File: config.mk
export PLATFORM = sky130hd
export DESIGN_NAME = spi_slave_fd_flat
export DESIGN_NICKNAME = d
export VERILOG_FILES = /design/src/rtl/spi_pkg.sv /design/src/rtl/spi_slave_fd_if.sv /design/src/rtl/spi_sync.sv /design/src/rtl/spi_slave_fd.sv /design/src/flat_wrapper.sv
export SDC_FILE = /design/constraint.sdc
export NUM_CORES = 1
export LEC_CHECK = 0
export CORE_ASPECT_RATIO = 1.25
export CORE_MARGIN = 2
export CORE_UTILIZATION = 50
export DETAILED_ROUTE_END_ITERATION = 7
export GPL_ROUTABILITY_DRIVEN = 1
export PLACE_DENSITY = 0.83
export SLEW_MARGIN = 0
export SYNTH_ARGS = -nofsm -noshare
export SYNTH_HDL_FRONTEND = slang
export SYNTH_SLANG_ARGS = --single-unit
export TNS_END_PERCENT = 100
File: constraint.sdc
create_clock -name clk -period 2.15 [get_ports clk]
set_clock_uncertainty 0.05 [all_clocks]
set_input_delay 0.43 -clock clk [delete_from_list [all_inputs] [get_ports clk]]
set_output_delay 0.43 -clock clk [all_outputs]
set_load 0.02 [all_outputs]
File: src/rtl/spi_pkg.sv
// rtl/spi_pkg.sv - shared state type, SPI mode constants and edge-selection helper
package spi_pkg;

  typedef enum logic [1:0] {
    IDLE,
    LOAD,
    XFER,
    DONE
  } state_t;

  localparam logic [1:0] SPI_MODE0 = 2'b00;
  localparam logic [1:0] SPI_MODE1 = 2'b01;
  localparam logic [1:0] SPI_MODE2 = 2'b10;
  localparam logic [1:0] SPI_MODE3 = 2'b11;

  // Modes 0 and 3 capture MOSI on the rising SCK edge, modes 1 and 2 on the falling edge.
  function automatic logic sample_on_rising(input logic cpol, input logic cpha);
    logic rise;
    case ({cpol, cpha})
      SPI_MODE0, SPI_MODE3: rise = 1'b1;
      SPI_MODE1, SPI_MODE2: rise = 1'b0;
      default:              rise = 1'b0;
    endcase
    return rise;
  endfunction

endpackage

File: src/rtl/spi_slave_fd_if.sv
// rtl/spi_slave_fd_if.sv - SPI pins and tx/rx word handshakes of the full-duplex slave
interface spi_slave_fd_if #(
  parameter int N = 8
);
  logic         SCK;
  logic         CS;
  logic         MOSI;
  logic         MISO;
  logic         miso_oe;
  logic [N-1:0] tx_data;
  logic         tx_valid;
  logic         tx_ready;
  logic [N-1:0] rx_data;
  logic         rx_valid;
  logic         frame_err;
  logic         underrun;
  logic         busy;

  modport slave (
    input  SCK, CS, MOSI, tx_data, tx_valid,
    output MISO, miso_oe, tx_ready, rx_data, rx_valid, frame_err, underrun, busy
  );

  modport master (
    output SCK, CS, MOSI, tx_data, tx_valid,
    input  MISO, miso_oe, tx_ready, rx_data, rx_valid, frame_err, underrun, busy
  );
endinterface

File: src/rtl/spi_sync.sv
// rtl/spi_sync.sv - multi-flop synchroniser with configurable depth and reset value
module spi_sync #(
  parameter int   STAGES  = 2,
  parameter logic RST_VAL = 1'b0
) (
  input  logic clk,
  input  logic rst_n,
  input  logic i_d,
  output logic o_q
);
  logic [STAGES-1:0] r_sync;

  // Shift the asynchronous input through STAGES flops into the clk domain.
  always_ff @(posedge clk or negedge rst_n) begin
    if (!rst_n) r_sync <= {STAGES{RST_VAL}};
    else        r_sync <= {r_sync[STAGES-2:0], i_d};
  end

  assign o_q = r_sync[STAGES-1];
endmodule

File: src/rtl/spi_slave_fd.sv
// rtl/spi_slave_fd.sv - parametrised full-duplex SPI slave with one-entry tx holding register
module spi_slave_fd
  import spi_pkg::*;
#(
  parameter int N           = 8,
  parameter int CPOL        = 0,
  parameter int CPHA        = 0,
  parameter int MSB_FIRST   = 1,
  parameter int SYNC_STAGES = 2
) (
  input logic           clk,
  input logic           reset,
  spi_slave_fd_if.slave bus
);
  localparam int            CW          = $clog2(N);
  localparam logic [CW-1:0] LAST        = CW'(N - 1);
  localparam logic          SAMPLE_RISE = sample_on_rising(1'(CPOL), 1'(CPHA));

  logic         w_sck, w_cs, w_mosi;
  logic         r_sck_d;
  logic         w_sample_edge, w_shift_edge;
  state_t       r_state, w_state_next;
  logic         w_frame_err;
  logic [N-1:0] r_tx_hold, r_tx_shift, r_rx_shift, r_rx_data;
  logic         r_tx_full, r_miso, r_rx_valid, r_frame_err, r_underrun;
  logic [CW-1:0] r_bit_cnt;
  logic         w_tx_accept, w_advance;
  logic [N-1:0] w_load_word, w_tx_next;
  logic         w_load_first, w_next_first;

  spi_sync #(.STAGES(SYNC_STAGES), .RST_VAL(1'(CPOL))) u_sync_sck (
    .clk(clk), .rst_n(reset), .i_d(bus.SCK), .o_q(w_sck)
  );
  spi_sync #(.STAGES(SYNC_STAGES), .RST_VAL(1'b1)) u_sync_cs (
    .clk(clk), .rst_n(reset), .i_d(bus.CS), .o_q(w_cs)
  );
  spi_sync #(.STAGES(SYNC_STAGES), .RST_VAL(1'b0)) u_sync_mosi (
    .clk(clk), .rst_n(reset), .i_d(bus.MOSI), .o_q(w_mosi)
  );

  // Previous synchronised SCK sample, paired with the current one for edge detection.
  always_ff @(posedge clk or negedge reset) begin
    if (!reset) r_sck_d <= 1'(CPOL);
    else        r_sck_d <= w_sck;
  end

  assign w_sample_edge = SAMPLE_RISE ? (w_sck && !r_sck_d) : (!w_sck && r_sck_d);
  assign w_shift_edge  = SAMPLE_RISE ? (!w_sck && r_sck_d) : (w_sck && !r_sck_d);

  // State register.
  always_ff @(posedge clk or negedge reset) begin
    if (!reset) r_state <= IDLE;
    else        r_state <= w_state_next;
  end

  // Next state; a CS rise only flags an error once part of a word has been captured,
  // so the speculative LOAD/XFER that follows every completed frame ends quietly.
  always_comb begin
    w_state_next = r_state;
    w_frame_err  = 1'b0;
    case (r_state)
      IDLE: if (!w_cs) w_state_next = LOAD;
      LOAD: w_state_next = w_cs ? IDLE : XFER;
      XFER: begin
        if (w_sample_edge && (r_bit_cnt == '0)) begin
          w_state_next = DONE;
        end else if (w_cs) begin
          w_state_next = IDLE;
          w_frame_err  = (r_bit_cnt != LAST) || w_sample_edge;
        end
      end
      DONE:    w_state_next = w_cs ? IDLE : LOAD;
      default: w_state_next = IDLE;
    endcase
  end

  assign w_tx_accept  = bus.tx_valid && !r_tx_full;
  assign w_load_word  = r_tx_full ? r_tx_hold : '0;
  assign w_tx_next    = (MSB_FIRST != 0) ? {r_tx_shift[N-2:0], 1'b0} : {1'b0, r_tx_shift[N-1:1]};
  assign w_load_first = (MSB_FIRST != 0) ? w_load_word[N-1] : w_load_word[0];
  assign w_next_first = (MSB_FIRST != 0) ? w_tx_next[N-1] : w_tx_next[0];
  // Shift edges before the first sample of a frame never advance MISO: with CPHA=1 that
  // edge presents bit 0, with CPHA=0 it is the tail of the previous back-to-back frame.
  assign w_advance    = (r_state == XFER) && w_shift_edge && (r_bit_cnt != LAST);

  // Holding register: filled by the tx handshake, emptied when LOAD takes the word.
  always_ff @(posedge clk or negedge reset) begin
    if (!reset) begin
      r_tx_hold <= '0;
      r_tx_full <= 1'b0;
    end else begin
      if (w_tx_accept) begin
        r_tx_hold <= bus.tx_data;
        r_tx_full <= 1'b1;
      end
      if ((r_state == LOAD) && r_tx_full) r_tx_full <= 1'b0;
    end
  end

  // Transmit shift register and MISO bit.
  always_ff @(posedge clk or negedge reset) begin
    if (!reset) begin
      r_tx_shift <= '0;
      r_miso     <= 1'b0;
    end else if (r_state == LOAD) begin
      r_tx_shift <= w_load_word;
      r_miso     <= w_load_first;
    end else if (w_advance) begin
      r_tx_shift <= w_tx_next;
      r_miso     <= w_next_first;
    end
  end

  // Bit counter and receive shift register.
  always_ff @(posedge clk or negedge reset) begin
    if (!reset) begin
      r_bit_cnt  <= '0;
      r_rx_shift <= '0;
    end else if (r_state == LOAD) begin
      r_bit_cnt <= LAST;
    end else if ((r_state == XFER) && w_sample_edge) begin
      r_rx_shift <= (MSB_FIRST != 0) ? {r_rx_shift[N-2:0], w_mosi} : {w_mosi, r_rx_shift[N-1:1]};
      if (r_bit_cnt != '0) r_bit_cnt <= r_bit_cnt - CW'(1);
    end
  end

  // Received word and one-cycle status pulses.
  always_ff @(posedge clk or negedge reset) begin
    if (!reset) begin
      r_rx_data   <= '0;
      r_rx_valid  <= 1'b0;
      r_frame_err <= 1'b0;
      r_underrun  <= 1'b0;
    end else begin
      r_rx_valid  <= (r_state == DONE);
      r_frame_err <= w_frame_err;
      r_underrun  <= (r_state == LOAD) && !r_tx_full;
      if (r_state == DONE) r_rx_data <= r_rx_shift;
    end
  end

  assign bus.MISO      = r_miso;
  assign bus.miso_oe   = !w_cs;
  assign bus.tx_ready  = !r_tx_full;
  assign bus.rx_data   = r_rx_data;
  assign bus.rx_valid  = r_rx_valid;
  assign bus.frame_err = r_frame_err;
  assign bus.underrun  = r_underrun;
  assign bus.busy      = (r_state == LOAD) || (r_state == XFER);
endmodule

File: src/flat_wrapper.sv
// flat-port wrapper written by rule: the top's interface ports become plain ports
module spi_slave_fd_flat import spi_pkg::*;
#(
  parameter int N           = 8,
  parameter int CPOL        = 0,
  parameter int CPHA        = 0,
  parameter int MSB_FIRST   = 1,
  parameter int SYNC_STAGES = 2
)
  (clk, reset, bus_SCK, bus_CS, bus_MOSI, bus_tx_data, bus_tx_valid, bus_MISO, bus_miso_oe, bus_tx_ready, bus_rx_data, bus_rx_valid, bus_frame_err, bus_underrun, bus_busy);
  spi_slave_fd_if #(.N(N)) bus_i ();
  input logic clk;
  input logic reset;
  input wire logic [$bits(bus_i.SCK)-1:0] bus_SCK;
  input wire logic [$bits(bus_i.CS)-1:0] bus_CS;
  input wire logic [$bits(bus_i.MOSI)-1:0] bus_MOSI;
  input wire logic [$bits(bus_i.tx_data)-1:0] bus_tx_data;
  input wire logic [$bits(bus_i.tx_valid)-1:0] bus_tx_valid;
  output wire logic [$bits(bus_i.MISO)-1:0] bus_MISO;
  output wire logic [$bits(bus_i.miso_oe)-1:0] bus_miso_oe;
  output wire logic [$bits(bus_i.tx_ready)-1:0] bus_tx_ready;
  output wire logic [$bits(bus_i.rx_data)-1:0] bus_rx_data;
  output wire logic [$bits(bus_i.rx_valid)-1:0] bus_rx_valid;
  output wire logic [$bits(bus_i.frame_err)-1:0] bus_frame_err;
  output wire logic [$bits(bus_i.underrun)-1:0] bus_underrun;
  output wire logic [$bits(bus_i.busy)-1:0] bus_busy;
  assign bus_i.SCK = bus_SCK;
  assign bus_i.CS = bus_CS;
  assign bus_i.MOSI = bus_MOSI;
  assign bus_i.tx_data = bus_tx_data;
  assign bus_i.tx_valid = bus_tx_valid;
  assign bus_MISO = bus_i.MISO;
  assign bus_miso_oe = bus_i.miso_oe;
  assign bus_tx_ready = bus_i.tx_ready;
  assign bus_rx_data = bus_i.rx_data;
  assign bus_rx_valid = bus_i.rx_valid;
  assign bus_frame_err = bus_i.frame_err;
  assign bus_underrun = bus_i.underrun;
  assign bus_busy = bus_i.busy;
  spi_slave_fd #(.N(N), .CPOL(CPOL), .CPHA(CPHA), .MSB_FIRST(MSB_FIRST), .SYNC_STAGES(SYNC_STAGES)) u_core (.clk(clk), .reset(reset), .bus(bus_i));
endmodule
==> results of run 1 <==
[stage by stage]
step | setup slack, ns | area [um2] | instances | total power (uW)
floorplan | 0.508 | 2010 | 139 | 2020
global placement | 0.359 | 2350 | 220 | 2260
detailed placement | 0.277 | 2350 | 220 | 2340
CTS | 0.177 | 2460 | 228 | 2950
global route | 0.129 | 2460 | 228 | 3090
finish | 0.186 | 2460 | 228 | 2920
[layout make-up]
cell class                      count  area, um2  share of cell area, %
Clock inverter                      2       35.0                   1.42
Multi-Input combinational cell     77        748                   30.4
Clock buffer                        6       72.6                   2.95
Tap cell                           54       67.6                   2.75
Timing Repair Buffer               31        297                   12.0
Inverter                           10       37.5                   1.53
Sequential cell                    48       1200                   48.9
[path summary, 6_finish.rpt]
path,to,slack (ns),depth (start not counted)
min reg2reg,u_core.u_sync_mosi.r_sync[1],0.30,0
max reg2reg,u_core.r_rx_shift[3],0.28,5
min in group clk,u_core.u_sync_mosi.r_sync[1],0.30,0
max in group asynchronous,u_core.r_tx_full,1.35,2
max,bus_miso_oe,0.19,2
min,u_core.r_sck_d,0.1,1
[power by group through the flow]
stage / clock (uW) / sequential (uW) / combinational, uW
after floorplan: 0 / 1290 / 724
after global placement: 0 / 1270 / 993
after detailed placement: 0 / 1290 / 1050
after CTS: 643 / 1270 / 1040
after global routing: 682 / 1300 / 1110
final: 628 / 1270 / 1020
[worst max-delay path, delay by kind of cell, from the launching register on]
kind | cells | cell delay [ns]
buffers and inverters | 2 | 0.62
DFF | 1 | 0.57
[layout by cell type, fill, tap and decap left out, types with 3 or more instances in the layout]
| cell type | netlist | routed |
|---|---|---|
| o21ai_0 | 4 | 4 |
| a22o_1 | 7 | 7 |
| ha_1 | 8 | 8 |
| nand3_1 | 3 | 3 |
| inv_1 | 8 | 8 |
| buf_4 | 0 | 3 |
| nor2b_1 | 3 | 3 |
| clkdlybuf4s50_1 | 0 | 26 |
| dfrtp_1 | 46 | 46 |
| clkbuf_8 | 0 | 5 |
| mux2_2 | 30 | 30 |
[routing by layer]
metal  global-route usage (%)  vias up  routed length, um
met4                     9.18        0                 59
met5                        0        -                  0
met3                     4.98        5                122
met2                     30.7       27               1920
met1                     20.5      631               1340
li1                         -      561                  -
[cell families (layout without fill, tap and decap cells)]
kind of cell | Yosys count | count (layout) | share of synthesized area (%)
compound gates | 20 | 20 | 8.63
fa+ha+maj | 8 | 8 | 4.97
buf+inv | 14 | 49 | 3.11
flops | 48 | 48 | 59.8
mux | 32 | 32 | 17.9
simple gates | 17 | 17 | 5.65
[registers in the layout (all words and copies together) (netlist names)]
register / flops
u_core.bus.rx_data: 8
u_core.u_sync_mosi.r_sync: 2
u_core.r_tx_full: 1
u_core.r_tx_shift: 7
u_core.r_bit_cnt: 3
u_core.u_sync_sck.r_sync: 2
u_core.bus.rx_valid: 1
u_core.bus.MISO: 1
u_core.u_sync_cs.r_sync: 2
u_core.bus.underrun: 1
u_core.bus.frame_err: 1
u_core.r_sck_d: 1
u_core.r_tx_hold: 8
u_core.r_rx_shift: 8
u_core.r_state: 2
==> results_dict.tcl, run 1 <==
set metrics [dict create \
    status "finished clean" \
    worst_pin_slew_ns 0.639 \
    p_comb_share_pct 35.1 \
    p_switching_uw 926 \
    p_sw_share_pct 31.7 \
    grt_pass1_wl_um 5870 \
    cap_violations 0 \
    grt_pass1_vias 1298 \
    yosysWarnings 0 \
    h-tree-depth 2 \
    synth.distinct_cells 32 \
    fmax_mhz 509 \
    netlist_top_cells_count "dfrtp_1 (46), mux2_2 (30), ha_1 (8), inv_1 (8), a22o_1 (7)" \
    synth_top_area_share_pct 57.1 \
    synth-seq-cells 48 \
    core-area_mm2 0.00382 \
    rsz0062_at_grt "false" \
    io_pins 29 \
    wl_per_cell_um 15.1 \
    cts_root_buf "clkbuf_8" \
    final-hold-violation-count 0 \
    diodes 0 \
    fillers 301 \
    layout_worst_path_cycle_share_pct 91.4 \
    synth_area_mm2 0.00201 \
    crit_fanout 5 \
    ir_drop_mv 0.652 \
    clk_pin_slew_ns 0.09 \
    cts_tree "built" \
    grt_max_degree 31 \
    ys_top_cells_by_area "dfrtp_1 (57%), mux2_2 (17%), ha_1 (5.0%)" \
    final_nets 195 \
    cp_slowest_stage_delay_ns 0.57 \
    timing.rr.start "u_core.r_state[0]" \
    io_buffers 28 \
    die_area_mm2 0.00456 \
    drc 0 \
    holdWs_ns 0.0957 \
    yosysTopAreaCell "dfrtp_1" \
    drt-total-wl_um 3440 \
    power_frac_seq_pct 43.4 \
    hold_class "in2async" \
    numClockSinks 48 \
    post_cts_buffers 0 \
    crit_path_top_delay_cell "dfstp_2" \
    finalMaxSlewViolations 0 \
    required_ns 1.67 \
    startpoint "u_core.u_sync_cs.r_sync[1]" \
    end_kind "output pin" \
    area.growth.synth_to_final_pct 22.2 \
    num_vias 1224 \
    clock_path_buffers 2 \
    hpwl_um 2610 \
    cts_hold_buf 0 \
    fin_util_pct 64.5 \
    synthArstFlopShare_pct 100 \
    insertion_delay_ns 0.30 \
    crit_type "reg2out" \
    leakagePower_uw 0.00114 \
    syn_avg_cell_area_um2 14.5 \
    p_per_area_mw_per_mm2 1190 \
    slew_headroom_pct 57.4 \
    antenna_found_initial 0 \
    ys_seq_area_share_pct 59.8 \
    pwr-share-clk_pct 21.5 \
    ys.flop_type "dfrtp_1" \
    gr-total-overflow 0 \
    drtIter0Drc 26 \
    final_antenna_net_count 0 \
    place_congestion 0.813 \
    arrival_ns 1.48 \
    synth_nets 161 \
    drive_above_1_share_pct 28.2 \
    cts_buffers 5 \
    viasPerCell 5.37 \
    gr-usage-all-layers_pct 18.0 \
    finalSetupTns_ns 0 \
    period_minus_slack_ns 1.96 \
    critical_path.cell_chain "inv_1 > clkdlybuf4s50_1" \
    start_kind "register" \
    rows 25 \
    synth-edff-count 0 \
    p_int_uw 1990 \
    die_h_um 75.0 \
    synth_most_common_cell "dfrtp_1" \
    firstDrtPassIters 4 \
    post_cts_resized 1 \
    final-setup-viol-count 0 \
    die_x_um 60.8 \
    synthCells 139 \
    start_util_pct 52.8 \
]
No activity file was read; power rests on OpenSTA's default activity.
==> run 2: changes to the inputs <==
--- a/config.mk
+++ b/config.mk
@@ -5,11 +5,12 @@
 export SDC_FILE = /design/constraint.sdc
 export NUM_CORES = 1
 export LEC_CHECK = 0
+export ABC_CLOCK_PERIOD_IN_PS = 2150
 export CORE_ASPECT_RATIO = 1.25
 export CORE_MARGIN = 2
 export CORE_UTILIZATION = 50
 export DETAILED_ROUTE_END_ITERATION = 7
-export GPL_ROUTABILITY_DRIVEN = 1
+export GPL_ROUTABILITY_DRIVEN = 0
 export PLACE_DENSITY = 0.83
 export SLEW_MARGIN = 0
 export SYNTH_ARGS = -nofsm -noshare
==> results of run 2 <==
Same layout as run 1: the final DEF is identical, and so are final timing and power.
==> run 3: changes to the inputs <==
--- a/config.mk
+++ b/config.mk
@@ -9,6 +9,7 @@
 export CORE_ASPECT_RATIO = 1.25
 export CORE_MARGIN = 2
 export CORE_UTILIZATION = 50
+export CTS_CLUSTER_SIZE = 30
 export DETAILED_ROUTE_END_ITERATION = 7
 export GPL_ROUTABILITY_DRIVEN = 0
 export PLACE_DENSITY = 0.83
==> results of run 3 <==
Same layout as run 1: the final DEF is identical, and so are final timing and power.
